`src/rtl/lcd_message_sequencer.sv`:
```
`default_nettype none
// +------------------------------------------------------------------------+
// | lcd_message_sequencer                                                  |
// | Issues 16x2 LCD init, then writes a 32-char buffer on each refresh.    |
// | Rev 1.0                                                                |
// +------------------------------------------------------------------------+
module lcd_message_sequencer #(
  parameter logic [8:0] LINE1_ADDR = 9'h080,
  parameter logic [8:0] LINE2_ADDR = 9'h0C0
) (
  input  logic       Clock_50,
  input  logic       Reset,
  input  logic       Refresh,
  input  logic       Char_we,
  input  logic [4:0] Char_addr,
  input  logic [7:0] Char_data,
  output logic       Busy,
  output logic       Init_done,
  output logic       LCD_start,
  output logic [8:0] LCD_instruction,
  input  logic       LCD_done
);

  typedef enum logic [2:0] {
    S_IDLE      = 3'd0,
    S_LOAD      = 3'd1,
    S_ASSERT    = 3'd2,
    S_WAIT_DONE = 3'd3,
    S_GAP       = 3'd4
  } state_t;

  localparam logic [5:0] C_LAST_STEP   = 6'd37;
  localparam logic [5:0] C_REFRESH_STEP = 6'd4;

  state_t     r_state;
  logic [5:0] r_step;
  logic       r_pending;
  logic [7:0] r_buf [32];
  logic [4:0] w_buf_idx;
  logic [8:0] w_table;
  logic       w_pass_start;

  assign w_pass_start = (r_state == S_IDLE) && r_pending;

  always_comb begin
    w_buf_idx = 5'd0;
    if (r_step <= 6'd20) w_buf_idx = 5'(r_step - 6'd5);
    else                 w_buf_idx = 5'(r_step - 6'd6);
  end

  always_comb begin
    w_table = {1'b1, r_buf[w_buf_idx]};
    case (r_step)
      6'd0:    w_table = 9'h038;
      6'd1:    w_table = 9'h00C;
      6'd2:    w_table = 9'h001;
      6'd3:    w_table = 9'h006;
      6'd4:    w_table = LINE1_ADDR;
      6'd21:   w_table = LINE2_ADDR;
      default: w_table = {1'b1, r_buf[w_buf_idx]};
    endcase
  end

  always_ff @(posedge Clock_50) begin
    if (Reset) begin
      for (int i = 0; i < 32; i++) r_buf[i] <= 8'h20;
    end else if (Char_we) begin
      r_buf[Char_addr] <= Char_data;
    end
  end

  // A refresh arriving in the same cycle as a pass start keeps pending set.
  always_ff @(posedge Clock_50) begin
    if (Reset) r_pending <= 1'b0;
    else       r_pending <= Refresh | (r_pending & ~w_pass_start);
  end

  always_ff @(posedge Clock_50) begin
    if (Reset) begin
      r_state         <= S_LOAD;
      r_step          <= 6'd0;
      LCD_start       <= 1'b0;
      LCD_instruction <= 9'h000;
      Busy            <= 1'b1;
      Init_done       <= 1'b0;
    end else begin
      case (r_state)
        S_IDLE: begin
          if (r_pending) begin
            r_step  <= C_REFRESH_STEP;
            Busy    <= 1'b1;
            r_state <= S_LOAD;
          end
        end
        S_LOAD: begin
          LCD_instruction <= w_table;
          LCD_start       <= 1'b0;
          r_state         <= S_ASSERT;
        end
        S_ASSERT: begin
          // Wait for the previous instruction's done level to clear.
          LCD_start <= 1'b1;
          if (!LCD_done) r_state <= S_WAIT_DONE;
        end
        S_WAIT_DONE: begin
          if (LCD_done) begin
            LCD_start <= 1'b0;
            r_state   <= S_GAP;
          end
        end
        S_GAP: begin
          LCD_start <= 1'b0;
          if (r_step == 6'd3) Init_done <= 1'b1;
          if (r_step == C_LAST_STEP) begin
            Busy    <= 1'b0;
            r_state <= S_IDLE;
          end else begin
            r_step  <= r_step + 6'd1;
            r_state <= S_LOAD;
          end
        end
        default: r_state <= S_LOAD;
      endcase
    end
  end

endmodule
`default_nettype wire

```
`config.mk`:
```
export PLATFORM = sky130hd
export DESIGN_NAME = lcd_message_sequencer
export DESIGN_NICKNAME = d
export VERILOG_FILES = /design/src/rtl/lcd_message_sequencer.sv
export SDC_FILE = /design/constraint.sdc
export NUM_CORES = 1
export LEC_CHECK = 0
export BUFFER_PORTS_ARGS = -buffer_cell sky130_fd_sc_hd__buf_2
export CAP_MARGIN = 20
export CORE_MARGIN = 4
export CORE_UTILIZATION = 35
export DETAILED_ROUTE_END_ITERATION = 8
export GPL_TIMING_DRIVEN = 0
export PLACE_DENSITY = 0.55
export RECOVER_POWER = 25
export SYNTH_ARGS = -nofsm -noshare
export SYNTH_HDL_FRONTEND = slang
export SYNTH_SLANG_ARGS = --single-unit
```
`constraint.sdc`:
```
create_clock -name Clock_50 -period 7 [get_ports Clock_50]
set_clock_uncertainty 0.05 [all_clocks]
set_input_delay 1.4 -clock Clock_50 [delete_from_list [all_inputs] [get_ports Clock_50]]
set_output_delay 1.4 -clock Clock_50 [all_outputs]
set_load 0.02 [all_outputs]
```
==> results of run 1 <==
==> area by class of cell <==
class	instances	area [sq um]	area share (%)
Multi-Input combinational cell	817	5500	34.8
Tap cell	518	648	4.10
Inverter	4	15.0	0.0949
Sequential cell	278	8130	51.4
Clock buffer	43	851	5.38
Buffer	79	354	2.24
Timing Repair Buffer	32	155	0.980
Clock inverter	12	169	1.07
Antenna cell	1	2.50	0.0158
==> metrics by stage <==
| stage | instances | hold WS [ps] |
|---|---|---|
| CTS | 1783 | 416 |
| floorplan | 1178 | 443 |
| global placement | 1724 | 380 |
| detailed placement | 1728 | 407 |
| global route | 1783 | 445 |
| finish | 1784 | 413 |
==> flip-flops by register name (all words and copies together) (netlist names) <==
name / flops
r_state: 3
Busy: 1
r_buf: 256
r_pending: 1
Init_done: 1
LCD_start: 1
LCD_instruction: 9
r_step: 6
==> worst max-delay path: stages (launching register included) <==
cell,delay (ps)
dfxtp_1,410
clkbuf_1,600
clkinv_1,590
ha_1,610
clkbuf_1,570
clkbuf_1,500
mux2_2,500
buf_1,580
nand3_1,140
a32oi_1,200
nand3_1,200
a31o_1,230
==> final timing paths <==
path | from | endpoint | slack [ps] | cells after the start
setup / recovery | r_step[1] | LCD_instruction[2] | 1700 | 11
hold / removal | LCD_start | LCD_start | 410 | 2
setup reg to reg | r_step[1] | LCD_instruction[2] | 1700 | 11
hold reg to reg | LCD_start | LCD_start | 410 | 2
==> Yosys cell counts (all sizes together) (4+ instances only) <==
| master | number |
|---|---|
| nand4 | 11 |
| edfxtp | 256 |
| buf | 28 |
| ha | 7 |
| a32oi | 17 |
| a22oi | 7 |
| a31oi | 9 |
| xnor2 | 5 |
| or3b | 4 |
| o21ai | 6 |
| a211oi | 5 |
| nand3b | 5 |
| mux4 | 29 |
| a311oi | 5 |
| nand3 | 56 |
| nor2b | 5 |
| clkbuf | 51 |
| or3 | 36 |
| xor2 | 4 |
| nand2 | 140 |
| a21oi | 20 |
| nor2 | 64 |
| nor3 | 9 |
| o31ai | 6 |
| mux2 | 6 |
| and2 | 227 |
| mux2i | 52 |
| a21o | 4 |
| nor4 | 8 |
| dfxtp | 22 |
| or2 | 32 |
==> layout by cell type (no fill, tap or decap), types with 7 or more instances in the layout <==
master	instances
mux2i_1	50
clkbuf_1	73
nand3_1	56
nand4_1	11
mux4_2	27
or2_2	32
a31oi_1	9
a32oi_1	17
and2_1	167
buf_2	29
dfxtp_1	22
nand2_1	140
and2_0	60
or3_1	36
nor2_1	62
nor3_1	9
ha_1	7
nor4_1	8
buf_4	9
a22oi_1	7
clkbuf_16	31
a21oi_1	20
edfxtp_1	256
==> metal layers <==
metal,track usage [%],wire length (microns)
met2,33.3,21200
met5,0,0
met3,3.63,3580
met4,5.25,1430
met1,30.7,20900
==> report_power, final <==
| part | switching (mW) | internal (mW) |
|---|---|---|
| registers | 0.0410 | 1.90 |
| clock network | 0.683 | 0.991 |
| logic | 0.214 | 0.0963 |
| total | 0.938 | 2.99 |
==> cell families (layout without fill, tap and decap cells) <==
group                    Yosys count  count (layout)  synth area share, %
AO/OA/AOI/OAI                    101             101                 5.30
adder cells (fa/ha/maj)            7               7                0.626
multiplexers                      87              87                 9.04
flip-flops                       278             278                 58.1
XOR/XNOR                           9               9                0.698
buffers and inverters             83             170                 2.65
other                              0               1                    0
AND/OR/NAND/NOR                  613             613                 23.6
==> results by group, run 1 <==
Outcome
  – Status: complete, no violations

Floorplanning
  – Die area: about 43000 sq um
  – Chip height: between 200 and 250 microns
  – Core Box Area: 39100 sq um
  – Cell row count: a little over 70
  – Initial Util: a little over a third
  – Die X: 208 microns
  – Top-level port count: 30

Yosys
  – Top cells by area, synth: edfxtp_1 55%, and2_1 10%, mux4_2 4.3%, nand2_1 3.8%, mux2i_1 3.6%
  – Main synth FF type: edfxtp_1
  – Post-synthesis net count: ~1200
  – Cell taking the most area after synthesis: edfxtp_1
  – Synth warnings: 0
  – Async set-or-reset flop fraction in the synthesized netlist: 0%
  – Post-Synthesis Cells: ~1200
  – Seq cells post-synth: around 280
  – Distinct cells, synth: approximately 70
  – Yosys top cell area share: between 50% and 60%
  – Seq/Total Area, Yosys: between 50% and 60%
  – Syn Area/Cell: between 10 and 15 sq um
  – Post-synth EDFFs: roughly 260
  – Post-Syn Area: 14000 sq um

GRT
  – Initial antenna violation count: 3
  – First-pass GRT wire length: 67.8 mm
  – Total Routing Usage GR: approximately a fifth
  – Largest net degree at the start of global routing: 17
  – Total gr overflow: 0
  – Vias in the first global route: roughly 9700

Power and ir drop
  – Pwr dens: 248 nW/um^2
  – Power, Total: around 3.9 mW
  – Leakage power: around 5.4 nW
  – Worst ir drop on vdd: roughly 0.17 mV

Detailed routing
  – Remaining DRCs: 0
  – DR pass1 iterations: 6
  – Post-DRT Antenna Nets: 0
  – Vias: around 10000
  – Initial DRC count: ~970
  – Total Wirelength: about 47 mm
  – Via/cell ratio: ~5.6
  – Drt wl/cell: between 20 and 30 microns

Clock network
  – CTS tree: built
  – Clock Path Buffers: 3
  – Root Buffer: clkbuf_16
  – H-tree levels: 1
  – CTS Hold Bufs: 0
  – Clk slew on worst S/H paths: 60 ps
  – Post_cts resized: 0
  – CTS Sinks: ~280
  – Latest clock arrival within the worst-skew pair: between 500 and 600 ps
  – Post-CTS setup buffers: 0
  – Total CTS buffers: 31

Critical path
  – CP startpoint kind: register
  – Crit Path Max Fanout: 10
  – CP Data Required Time: between 7000 and 8000 ps
  – Kind of critical path: register to register
  – WP data arrival: 5730 ps
  – Worst Setup End Kind: register

Hold path
  – Worst hold path class: register to register

Placed design
  – Hpwl dp: roughly 33 mm
  – Area after detailed placement: about 15000 sq um
  – I/O Buffers: 28
  – DP Worst Slack: between 2000 and 2500 ps
  – Placer Congestion: slightly below 0.9

Layout
  – Filler Cells Inserted: ~3800
  – Layout Area Growth over Synthesis: 13.1%
  – Post-route cell area: about 16000 sq um
  – Share of layout cells above drive strength 1: between 10% and 20%
  – Utilization of the core after routing: slightly above 40%
  – Fin nets: about 1300

STA
  – Final hold violation count: 0
  – Worst Tran Pin Value: between 1000 and 1500 ps
  – Final setup vio count: 0
  – Tcrit/Tclk final: roughly 76%
  – Period minus WS final: approximately 5300 ps
  – RSZ-0062 raised after global routing: no
  – Slack of the critical path: 1700 ps
  – Final slew viol count: 0
  – Max_slew headroom: between 20% and 30%
  – Fmax: 0.189 GHz
  – Setup TNS: 0 ps

Job
  – Max Cap Viol: 0
Note: power is estimated with default switching activity, not from simulation.
==> inputs of run 2 (changes only) <==
==> constraint.sdc (replaced) <==
create_clock -name Clock_50 -period 5.38 [get_ports Clock_50]
set_clock_uncertainty 0.05 [all_clocks]
set_input_delay 1.076 -clock Clock_50 [delete_from_list [all_inputs] [get_ports Clock_50]]
set_output_delay 1.076 -clock Clock_50 [all_outputs]
set_load 0.02 [all_outputs]
==> results by group, run 2 (synthesis gave the netlist of run 1 again) <==
Critical path
  – CP Launch Point: r_step[1]
  – WP data arrival: approximately 5300 ps
  – CP Data Required Time: roughly 5800 ps
  – Worst Setup End Kind: register
  – CP max-delay cell: buf_1
  – Crit-path leading delay family: buffers and inverters
  – Kind of critical path: register to register
  – Worst-path cell chain: buf_2 > clkinv_1 > ha_1 > clkbuf_1 > clkbuf_1 > mux2_2 > buf_1 > nand3_1 > a32oi_1 > nand3_1 > o21a_1
  – CP startpoint kind: register
  – Crit path buf inv count: 5
  – Crit Reg-Reg Startpoint: r_step[1]
  – Crit Path Max Fanout: 10
  – Crit-path max cell delay: 600 ps

STA
  – Tcrit/Tclk final: around 90%
  – Worst Tran Pin Value: 1120 ps
  – Max_slew headroom: between 20% and 30%
  – Fmax: roughly 0.21 GHz
  – RSZ-0062 raised after global routing: no
  – Slack of the critical path: between 500 and 600 ps
  – Final setup vio count: 0
  – Period minus WS final: 4830 ps
  – Setup TNS: 0 ps
  – Final hold violation count: 0
  – Hold Slack: slightly above 400 ps
  – Final slew viol count: 0

Detailed routing
  – Via/cell ratio: 5.60
  – Remaining DRCs: 0
  – Vias: roughly 10000
  – Initial DRC count: about 1000
  – Post-DRT Antenna Nets: 0
  – Drt wl/cell: about 26 microns
  – Total Wirelength: 47.1 mm
  – DR pass1 iterations: 5

Placed design
  – I/O Buffers: 28
  – Hpwl dp: between 30 and 40 mm
  – Area after detailed placement: between 10000 and 15000 sq um
  – DP Worst Slack: between 500 and 600 ps
  – Placer Congestion: around 0.88

Power and ir drop
  – Worst ir drop on vdd: roughly 0.22 mV
  – Pwr dens: 322 nW/um^2
  – Leakage power: between 5 and 6 nW

Layout
  – Top Registers: r_buf x256, LCD_instruction x9, r_step x6
  – Post-route cell area: 15800 sq um
  – Max FFs per register: 256
  – Most frequent cells in the layout: 256 x edfxtp_1, 167 x and2_1, 140 x nand2_1
  – Footprint of the multi-input gates: roughly 5500 sq um
  – Utilization of the core after routing: 40.5%
  – Fin nets: between 1000 and 1500
  – Reg with most FFs: r_buf
  – Share of layout cells above drive strength 1: about an eighth
  – Layout Area Growth over Synthesis: 13.2%
  – Reg area: 8130 sq um
  – Commonest non-fill, non-tap cell in the layout: edfxtp_1
  – Filler Cells Inserted: roughly 3800

GRT
  – Vias in the first global route: a little under 10000
  – Total gr overflow: 0
  – First-pass GRT wire length: around 68 mm
  – Total Routing Usage GR: between 20% and 30%
  – Initial antenna violation count: 3
  – Largest net degree at the start of global routing: 17

Clock network
  – Total CTS buffers: 31
  – CTS Hold Bufs: 0
  – H-tree levels: 1
  – CTS Sinks: between 200 and 300
  – Clk slew on worst S/H paths: around 60 ps
  – Latest clock arrival within the worst-skew pair: 580 ps
  – Post-CTS setup buffers: 0
  – CTS tree: built
  – Clock Path Buffers: 3
  – Root Buffer: clkbuf_16
  – Post_cts resized: 0

Floorplanning
  – Chip height: around 210 microns
  – Top-level port count: 30
  – Core Box Area: between 30000 and 40000 sq um
  – Initial Util: between 30% and 40%
  – Die area: ~43000 sq um
  – Die X: around 210 microns
  – Cell row count: 72

Job
  – Max Cap Viol: 0

Outcome
  – Status: complete, no violations

Hold path
  – Hold_sp: LCD_start
  – Worst hold path class: register to register
[run 2: cell types whose count changed in the layout (fill, tap and decap cells not counted)]
cell   previous run  this run
buf_1             6         5
buf_2            29        30
[run 2: worst register-to-register path, cell delays in order, from the launching register on]
cell and delay [ps]:
dfxtp_1 410, buf_2 340, clkinv_1 430, ha_1 590, clkbuf_1 560, clkbuf_1 500
mux2_2 490, buf_1 600, nand3_1 150, a32oi_1 280, nand3_1 180, o21a_1 150
[run 2: cell type report]
cell class | instances | area share [%]
multi-input combinational | 817 | 34.8
clock inverter | 12 | 1.07
timing repair buffer | 32 | 0.980
tap | 518 | 4.09
clock buffer | 43 | 5.38
buffer | 79 | 2.25
antenna | 1 | 0.0158
inverter | 4 | 0.0949
sequential | 278 | 51.4
[run 2: final timing paths]
path / to / slack, ps / depth (start not counted)
setup / recovery: LCD_instruction[1] / 550 / 11
hold / removal: LCD_start / 410 / 2
setup reg to reg: LCD_instruction[1] / 550 / 11
hold reg to reg: LCD_start / 410 / 2
[run 2: metal layers]
layer | GRT usage [%] | part of all wire, % | wire, microns | vias up
met3 | 3.63 | 8.2 | 3840 | 93
met2 | 33.3 | 45 | 21200 | 450
li1 | - | - | - | 4415
met5 | 0 | 0 | 0 | -
met1 | 30.7 | 44 | 20700 | 5041
met4 | 5.25 | 2.8 | 1340 | 0
[run 2: stage by stage]
stage / total power, mW / cells
floorplan: 2.79 / 1178
global placement: 2.96 / 1724
detailed placement: 2.97 / 1728
CTS: 5.11 / 1783
global route: 5.24 / 1783
finish: 5.10 / 1784
[run 2: power breakdown]
part | internal (mW) | total, mW | switching (mW)
Sequential | 2.47 | 2.53 | 0.0534
Clock | 1.29 | 2.17 | 0.883
Combinational | 0.125 | 0.404 | 0.278
Total | 3.89 | 5.10 | 1.21
